**config.mk**
```make
export PLATFORM = sky130hd
export DESIGN_NAME = umips_uart_rx_flat
export DESIGN_NICKNAME = d
export VERILOG_FILES = /design/src/rtl/umips_uart_rx_if.sv /design/src/rtl/umips_uart_rx.sv /design/src/flat_wrapper.sv
export SDC_FILE = /design/constraint.sdc
export NUM_CORES = 1
export LEC_CHECK = 0
export CAP_MARGIN = 20
export CELL_PAD_IN_SITES_DETAIL_PLACEMENT = 0
export CELL_PAD_IN_SITES_GLOBAL_PLACEMENT = 1
export CORE_ASPECT_RATIO = 1.2
export CORE_MARGIN = 2
export CORE_UTILIZATION = 45
export CTS_CLUSTER_SIZE = 28
export DETAILED_ROUTE_END_ITERATION = 8
export PLACE_DENSITY = 0.79
export REMOVE_ABC_BUFFERS = 1
export SYNTH_ARGS = -nofsm -noshare
export SYNTH_HDL_FRONTEND = slang
export SYNTH_SLANG_ARGS = --single-unit
```
**constraint.sdc**
```tcl
create_clock -name clk -period 5.3 [get_ports clk]
set_input_delay 1.06 -clock clk [delete_from_list [all_inputs] [get_ports clk]]
set_output_delay 1.06 -clock clk [all_outputs]
set_load 0.1 [all_outputs]
```
**src/rtl/umips_uart_rx_if.sv**
```systemverilog
// rtl/umips_uart_rx_if.sv - serial line and MMIO read port of the UART receiver
interface umips_uart_rx_if;
  logic        rx;
  logic        re;
  logic [31:0] a0;
  logic [31:0] rd0;
  logic        irq;

  modport master (output rx, output re, output a0, input rd0, input irq);
  modport slave  (input rx, input re, input a0, output rd0, output irq);
endinterface

```
**src/rtl/umips_uart_rx.sv**
```systemverilog
// rtl/umips_uart_rx.sv - 8N1 UART receiver with receive FIFO and MMIO DATA/STATUS read port
module umips_uart_rx #(
  parameter int CLKS_PER_BIT = 434,
  parameter int FIFO_DEPTH   = 8
) (
  input logic           clk,
  input logic           rst,
  umips_uart_rx_if.slave bus
);
  localparam int AW = $clog2(FIFO_DEPTH);
  localparam int CW = $clog2(CLKS_PER_BIT + 1);
  localparam logic [CW-1:0] HALF_BIT = CW'(CLKS_PER_BIT / 2);
  localparam logic [CW-1:0] FULL_BIT = CW'(CLKS_PER_BIT);
  localparam logic [AW:0]   DEPTH_C  = (AW+1)'(FIFO_DEPTH);

  typedef enum logic [1:0] {IDLE, START, DATA, STOP} state_t;

  state_t          state;
  logic [CW-1:0]   cnt;
  logic [2:0]      bit_idx;
  logic [7:0]      shreg;
  logic            sync0, sync1;
  logic [7:0]      mem [FIFO_DEPTH];
  logic [AW-1:0]   wp, rp;
  logic [AW:0]     count, count_next;
  logic            frame_err, overrun, irq_q;
  logic            expire, push_req, frame_set, empty, full, pop, push_ok, stat_rd;
  logic [7:0]      count8;
  logic            unused_a0;

  assign unused_a0 = ^{bus.a0[31:3], bus.a0[1:0]};

  assign expire    = (cnt <= CW'(1));
  assign push_req  = (state == STOP) && expire && sync1;
  assign frame_set = (state == STOP) && expire && !sync1;
  assign empty     = (count == '0);
  assign full      = (count == DEPTH_C);
  assign pop       = bus.re && !bus.a0[2] && !empty;
  assign stat_rd   = bus.re && bus.a0[2];
  // A pop in the same cycle frees the slot a full FIFO needs for the push.
  assign push_ok   = push_req && (!full || pop);
  assign count8    = 8'(count);

  always_comb begin
    count_next = count + (AW+1)'(push_ok) - (AW+1)'(pop);
  end

  always_ff @(posedge clk or posedge rst) begin
    if (rst) begin
      sync0   <= 1'b1;
      sync1   <= 1'b1;
      state   <= IDLE;
      cnt     <= '0;
      bit_idx <= '0;
      shreg   <= '0;
    end else begin
      sync0 <= bus.rx;
      sync1 <= sync0;
      case (state)
        IDLE: begin
          if (!sync1) begin
            state <= START;
            cnt   <= HALF_BIT;
          end
        end
        START: begin
          if (expire) begin
            bit_idx <= '0;
            cnt     <= FULL_BIT;
            state   <= sync1 ? IDLE : DATA;
          end else begin
            cnt <= cnt - CW'(1);
          end
        end
        DATA: begin
          if (expire) begin
            shreg   <= {sync1, shreg[7:1]};
            cnt     <= FULL_BIT;
            bit_idx <= bit_idx + 3'd1;
            if (bit_idx == 3'd7) state <= STOP;
          end else begin
            cnt <= cnt - CW'(1);
          end
        end
        STOP: begin
          if (expire) state <= IDLE;
          else        cnt   <= cnt - CW'(1);
        end
        default: state <= IDLE;
      endcase
    end
  end

  always_ff @(posedge clk or posedge rst) begin
    if (rst) begin
      wp        <= '0;
      rp        <= '0;
      count     <= '0;
      frame_err <= 1'b0;
      overrun   <= 1'b0;
      irq_q     <= 1'b0;
    end else begin
      if (push_ok) wp <= wp + AW'(1);
      if (pop)     rp <= rp + AW'(1);
      count <= count_next;
      irq_q <= (count_next != '0);
      // Setting a flag takes priority over a STATUS-read clear in the same cycle.
      if (frame_set)                   frame_err <= 1'b1;
      else if (stat_rd)                frame_err <= 1'b0;
      if (push_req && full && !pop)    overrun   <= 1'b1;
      else if (stat_rd)                overrun   <= 1'b0;
    end
  end

  always_ff @(posedge clk) begin
    if (push_ok) mem[wp] <= shreg;
  end

  assign bus.irq = irq_q;
  assign bus.rd0 = bus.a0[2] ? {16'b0, count8, 4'b0, frame_err, overrun, full, !empty}
                             : (empty ? 32'b0 : {24'b0, mem[rp]});
endmodule

```
**src/flat_wrapper.sv**
```systemverilog
// flat-port wrapper written by rule: the top's interface ports become plain ports
module umips_uart_rx_flat 
#(
  parameter int CLKS_PER_BIT = 434,
  parameter int FIFO_DEPTH   = 8
)
  (clk, rst, bus_rx, bus_re, bus_a0, bus_rd0, bus_irq);
  umips_uart_rx_if bus_i ();
  input logic clk;
  input logic rst;
  input wire logic [$bits(bus_i.rx)-1:0] bus_rx;
  input wire logic [$bits(bus_i.re)-1:0] bus_re;
  input wire logic [$bits(bus_i.a0)-1:0] bus_a0;
  output wire logic [$bits(bus_i.rd0)-1:0] bus_rd0;
  output wire logic [$bits(bus_i.irq)-1:0] bus_irq;
  assign bus_i.rx = bus_rx;
  assign bus_i.re = bus_re;
  assign bus_i.a0 = bus_a0;
  assign bus_rd0 = bus_i.rd0;
  assign bus_irq = bus_i.irq;
  umips_uart_rx #(.CLKS_PER_BIT(CLKS_PER_BIT), .FIFO_DEPTH(FIFO_DEPTH)) u_core (.clk(clk), .rst(rst), .bus(bus_i));
endmodule
```
==> out/qor.csv, run 1 <==
metric;value;unit
synth_edf_count;64;
rows;40;
clockBufferDepth;2;
cts_resized;0;
crit_path_start_kind;input port;
power.share.clock;0.322;
antenna_found_initial;0;
grt_max_degree;38;
die_h;116;um
clk_pin_slew;60;ps
layout-drive-gt1-share;0.192;
fin_crit_sh;0.708;
rsz0062_at_grt;no;
start_util;0.466;
fmax;0.267;GHz
numCtsBuffers;9;
yosys_most_used_dff;edfxtp_1;
final_cells;486;
p_int;1.37;mW
path_cells;clkdlybuf4s50_1, inv_1, nand2_1, o21ai_0, buf_4;
via_per_inst;5.50;
synthCells;332;
cts.htree.levels;3;
r2r-start;u_core.cnt[5];
setup_violations;0;
clock-root-buffer;clkbuf_16;
drc;0;
required;4240;ps
power.switching;0.616;mW
port_buffers;17;
async_flop_share;0.366;
power_per_cell_area;380;nW/um^2
syn-cell-area;4710;sq um
io_pins;69;
seqPwrFrac;0.465;
avgSynthCellArea;14.2;sq um
grt_usage;0.163;
worstSetupPathType;in -> out;
final_common_cell;edfxtp_1;
die_w;97.4;um
startpoint;bus_a0[2];
die_area;11300;sq um
postCtsSetupBuffers;0;
critical-path-slowest-cell;clkdlybuf4s50_1;
worstHoldStart;u_core.sync0;
gp_congestion;0.777;
grt_pass1_vias;2669;
clk_latency;340;ps
vias;2674;
fin_worst_skew;8.24;ps
finalSetupTns;0;ps
final_util;0.516;
hold_path_class;reg -> reg;
cp-end-kind;output port;
pre_cts_slack;1190;ps
dr.pass1.iters;5;
hold_slack;357;ps
routed_wl;8610;um
finalHoldViolCount;0;
crit_fanout;8;
tightest_slew;961;ps
diodes;0;
yosysUniqueCellTypes;55;
critPathArrivalTime;2690;ps
p_leak;2.23;nW
yosys_warnings;0;
max_cap_violations;0;
dp_cells;469;
ir_worst_vdd;0.167;mV
max_stage_delay;550;ps
seq_area_frac_synth;0.606;
sw_frac_of_total;0.310;
cts_tree;built;
cts_hold_buf;0;
comb_power_share;0.213;
stdcell_area;5220;sq um
synthToLayoutAreaGrowth;10.8;%
hpwl;5890;um
min_period;3750;ps
grt_pass1_wl;13900;um
layout_common_cells;edfxtp_1, dfrtp_1, nor2_1;
p_total;1.98;mW
report.final.slew_viol_count;0;
status;finished, final reports clean;
globalRoute.totalOverflow;0;
ant_nets;0;
synth_seq_cells;101;
setup_ws;1550;ps
numClockSinks;101;
nets;409;
slew_headroom;0.357;
wl_per_cell;17.7;um
drtIter0Drc;144;
coreArea;10100;sq um
placed_cell_area;4920;sq um
cell usage after synthesis (all sizes together) (2+ instances only):
| library cell | n | area share |
|---|---|---|
| nand2 | 20 | 0.018 |
| or3b | 2 | 0.0037 |
| mux2 | 10 | 0.024 |
| nor3 | 6 | 0.0088 |
| o22ai | 3 | 0.0040 |
| buf | 25 | 0.037 |
| xor2 | 2 | 0.0037 |
| a21oi | 5 | 0.0053 |
| nand2b | 3 | 0.0040 |
| edfxtp | 64 | 0.41 |
| mux4 | 16 | 0.077 |
| mux2i | 9 | 0.019 |
| o41ai | 2 | 0.0053 |
| a32o | 3 | 0.0064 |
| inv | 17 | 0.014 |
| or3 | 2 | 0.0027 |
| nand4 | 2 | 0.0027 |
| o2bb2ai | 2 | 0.0037 |
| dfrtp | 35 | 0.19 |
| o21ai | 12 | 0.013 |
| xnor2 | 4 | 0.0074 |
| a41oi | 3 | 0.0056 |
| a22o | 3 | 0.0056 |
| nand3 | 5 | 0.0053 |
| dfstp | 2 | 0.011 |
| or4 | 2 | 0.0040 |
| nor2 | 24 | 0.019 |
| a211oi | 2 | 0.0032 |
| clkbuf | 4 | 0.0032 |
| a31oi | 3 | 0.0040 |
| ha | 17 | 0.045 |
| a21o | 4 | 0.0064 |
| o31ai | 4 | 0.0064 |
final cells by class:
type | instances | area [sq um]
clock buffers | 10 | 229
clock inverters | 6 | 62.6
fillers | 864 | 4890
inverters | 17 | 63.8
multi-input cells | 204 | 1680
flip-flops and latches | 101 | 2850
well taps | 126 | 158
repair buffers | 22 | 178
critical path: cells and delay by family:
| family | cells | cell delay, ps |
|---|---|---|
| buffers and inverters | 3 | 1090 |
| AND/OR/NAND/NOR | 1 | 230 |
| AO/OA/AOI/OAI | 1 | 300 |
flip-flops by register name, indices dropped and copies added, names as in the netlist, named ones only:
name,count
u_core.rp,3
u_core.cnt,9
u_core.wp,3
u_core.sync0,1
u_core.mem,64
u_core.count,4
u_core.shreg,8
u_core.overrun,1
u_core.sync1,1
u_core.frame_err,1
u_core.bit_idx,3
u_core.state,1
u_core.bus.irq,1
cell families after synthesis:
kind of cell,Yosys count,synth area share
DFF,101,0.606
AOI/OAI and AO/OA,54,0.0840
adders and majority gates,18,0.0494
buffers and inverters,46,0.0534
xor gates and xnor gates,6,0.0112
and+or+nand+nor,71,0.0760
other,1,0.000797
muxes,35,0.120
routing by layer:
| layer | routed length, um | GRT usage |
|---|---|---|
| met4 | 124 | 0.0694 |
| met3 | 237 | 0.0290 |
| met5 | 0 | 0 |
| met2 | 4570 | 0.290 |
| met1 | 3670 | 0.197 |
power by group through the flow:
stage | clock network [mW] | logic, mW | registers (mW)
after detailed placement | 0 | 0.428 | 0.943
after global placement | 0 | 0.422 | 0.940
after floorplan | 0 | 0.318 | 0.953
after global routing | 0.684 | 0.459 | 0.927
after CTS | 0.651 | 0.428 | 0.926
final | 0.639 | 0.422 | 0.921
path summary, 6_finish.rpt:
| check | endpoint | slack [ps] | cells past startpoint |
|---|---|---|---|
| setup reg to reg | u_core.bus.irq | 2210 | 7 |
| min in group asynchronous | u_core.shreg[5] | 1130 | 3 |
| max in group asynchronous | u_core.sync0 | 3810 | 3 |
| hold / removal | u_core.sync1 | 360 | 0 |
| setup / recovery | bus_rd0[3] | 1550 | 5 |
| hold reg to reg | u_core.sync1 | 360 | 0 |
(Power assumes the default switching activity.)
==> run 2: changes to the inputs <==
--- a/config.mk
+++ b/config.mk
@@ -10,10 +10,10 @@
 export CELL_PAD_IN_SITES_GLOBAL_PLACEMENT = 1
 export CORE_ASPECT_RATIO = 1.2
 export CORE_MARGIN = 2
-export CORE_UTILIZATION = 45
+export CORE_UTILIZATION = 40
 export CTS_CLUSTER_SIZE = 28
 export DETAILED_ROUTE_END_ITERATION = 8
-export PLACE_DENSITY = 0.79
+export PLACE_DENSITY = 0.74
 export REMOVE_ABC_BUFFERS = 1
 export SYNTH_ARGS = -nofsm -noshare
 export SYNTH_HDL_FRONTEND = slang
==> constraint.sdc (replaced) <==
create_clock -name clk -period 3.35 [get_ports clk]
set_input_delay 0.67 -clock clk [delete_from_list [all_inputs] [get_ports clk]]
set_output_delay 0.67 -clock clk [all_outputs]
set_load 0.1 [all_outputs]
==> out/qor.csv, run 2 (synthesis results as in run 1) <==
metric;value;unit;change
cts_tree;built;;
fin_worst_skew;12.3;ps;+4.09 ps
dp_cells;517;;+10%
cts_hold_buf;0;;unchanged
routed_wl;8890;um;+3.3%
numClockSinks;101;;unchanged
via_per_inst;5.11;;-7.0%
top_regs;u_core.mem x64, u_core.cnt x9, u_core.shreg x8;;
stdcell_area;5570;sq um;+6.8%
p_int;2.32;mW;+70%
drtIter0Drc;171;;+19%
sw_frac_of_total;0.312;;+0.00166
layout-drive-gt1-share;0.234;;+0.0424
drc;0;;unchanged
globalRoute.totalOverflow;0;;unchanged
die_area;12700;sq um;+12%
setup_ws;214;ps;-1340 ps
grt_max_degree;38;;unchanged
largest_reg_flops;64;;unchanged
cp-end-kind;register;;
dr_wl_met2;4470;um;-2.2%
hold_slack;357;ps;+0.0720 ps
vias;2726;;+1.9%
report.final.slew_viol_count;0;;unchanged
min_period;3140;ps;
crit_fanout;2;;-6
die_w;103;um;+5.8%
fin_crit_sh;0.936;;
diodes;0;;unchanged
crit_path_start_kind;input port;;
hold_depth;0;;unchanged
layout_common_cells;edfxtp_1, dfrtp_1, nor2_1;;
top_register;u_core.mem;;
fmax;0.319;GHz;
hpwl;5950;um;+0.86%
critical-path-slowest-cell;or4_1;;
critPathTopFamily;simple AND/OR/NAND/NOR gates;;
start_util;0.409;;-0.0568
cts_resized;0;;unchanged
pre_cts_slack;-135;ps;-1320 ps
clk_latency;350;ps;about the same
clockBufferDepth;2;;unchanged
ir_worst_vdd;0.362;mV;+120%
synthToLayoutAreaGrowth;18.4;%;
clock-root-buffer;clkbuf_16;;
ant_nets;0;;unchanged
path_cells;clkdlybuf4s50_1, or3b_2, a31oi_1, nand2_2, inv_1, ha_1, fa_1, or4_1;;
clk_pin_slew;70;ps;about the same
postCtsSetupBuffers;0;;unchanged
die_h;123;um;+5.9%
numCtsBuffers;9;;unchanged
tightest_slew;783;ps;-178 ps
power.switching;1.05;mW;+71%
hold_path_class;reg -> reg;;
r2r-start;u_core.count[2];;
power_per_cell_area;605;nW/um^2;+59%
setup_violations;0;;unchanged
status;finished, final reports clean;;
worstHoldStart;u_core.sync0;;
antenna_found_initial;0;;unchanged
rows;43;;+7.5%
coreArea;11500;sq um;+14%
hold_end;u_core.sync1;;
max_cap_violations;0;;unchanged
reg2reg_slack;340;ps;-1870 ps
cp.buffers_inverters;2;;-1
p_leak;2.38;nW;+6.7%
placed_cell_area;5230;sq um;+6.4%
wl_per_cell;16.7;um;-5.8%
critPathArrivalTime;3350;ps;+660 ps
final_cells;533;;+9.7%
cts.htree.levels;3;;unchanged
final_common_cell;edfxtp_1;;
r2r-end;u_core.bus.irq;;
slew_headroom;0.478;;+0.120
required;3570;ps;-670 ps
rsz0062_at_grt;no;;
nets;425;;+3.9%
grt_usage;0.153;;-0.00960
gp_congestion;0.786;;+1.1%
dr.pass1.iters;6;;+1
dr.max_layer_used;met4;;
seqPwrFrac;0.443;;-0.022
port_buffers;17;;unchanged
finalHoldViolCount;0;;unchanged
final_util;0.484;;-0.0322
grt_pass1_vias;2677;;+0.30%
comb_power_share;0.213;;about the same
worstSetupPathType;in -> reg;;
wl_met3;337;um;+42%
io_pins;69;;unchanged
grt_pass1_wl;14300;um;+3.1%
max_stage_delay;540;ps;about the same
reg2reg_depth;9;;+2
power.share.clock;0.345;;+0.023
met1Wirelength;3990;um;+8.7%
-- run 2: changes by cell type in the layout (fill, tap and decap cells not counted), sizes merged --
cell | previous run | this run
buf | 16 | 34
inv | 18 | 20
bufinv | 1 | 2
clkinvlp | 2 | 0
clkdlybuf4s50 | 5 | 4
clkbuf | 11 | 9
-- run 2: power by group through the flow --
stage,Combinational [mW],Sequential (mW),Clock (mW)
6_report,0.717,1.49,1.16
5_1_grt,0.771,1.51,1.23
4_1_cts,0.723,1.50,1.19
3_5_place_dp,0.720,1.53,0
3_3_place_gp,0.714,1.53,0
2_1_floorplan,0.504,1.51,0
-- run 2: final cells by class --
cell class	count	area, sq um
clock buffer	9	225
clock inverter	7	114
fill	1005	5940
inverter	17	63.8
multi-input combinational	204	1680
sequential	101	2850
tap	157	196
timing repair buffer	38	445
-- run 2: worst max-delay path by stage --
stage,cells past startpoint,slack [ps],start,endpoint
floorplan,3,-750,u_core.rp[0],bus_rd0[2]
global placement,8,-120,bus_re,u_core.bus.irq
detailed placement,8,-130,bus_re,u_core.bus.irq
CTS,5,170,u_core.rp[0],bus_rd0[3]
global route,5,100,u_core.rp[0],bus_rd0[3]
finish,8,210,bus_re,u_core.bus.irq
-- run 2: stage by stage --
| step | TNS, ps | total power [mW] |
|---|---|---|
| 2_1_floorplan | -1830 | 2.01 |
| 6_report | 0 | 3.37 |
| 3_5_place_dp | -135 | 2.25 |
| 5_1_grt | 0 | 3.51 |
| 4_1_cts | 0 | 3.41 |
| 3_3_place_gp | -122 | 2.24 |
-- run 2: worst register-to-register path: cells and delay by family (launching register included) --
| family | cells | cell delay (ps) |
|---|---|---|
| DFF | 1 | 320 |
| adders and majority gates | 3 | 880 |
| buffers and inverters | 2 | 160 |
| and+or+nand+nor | 3 | 1180 |
| AOI/OAI and AO/OA | 1 | 350 |
-- run 2: per-layer routing --
metal  vias to the layer above  GRT usage
met4                         0     0.0469
met5                         -          0
li1                       1297          -
met2                        60      0.248
met3                         7     0.0359
met1                      1362      0.205
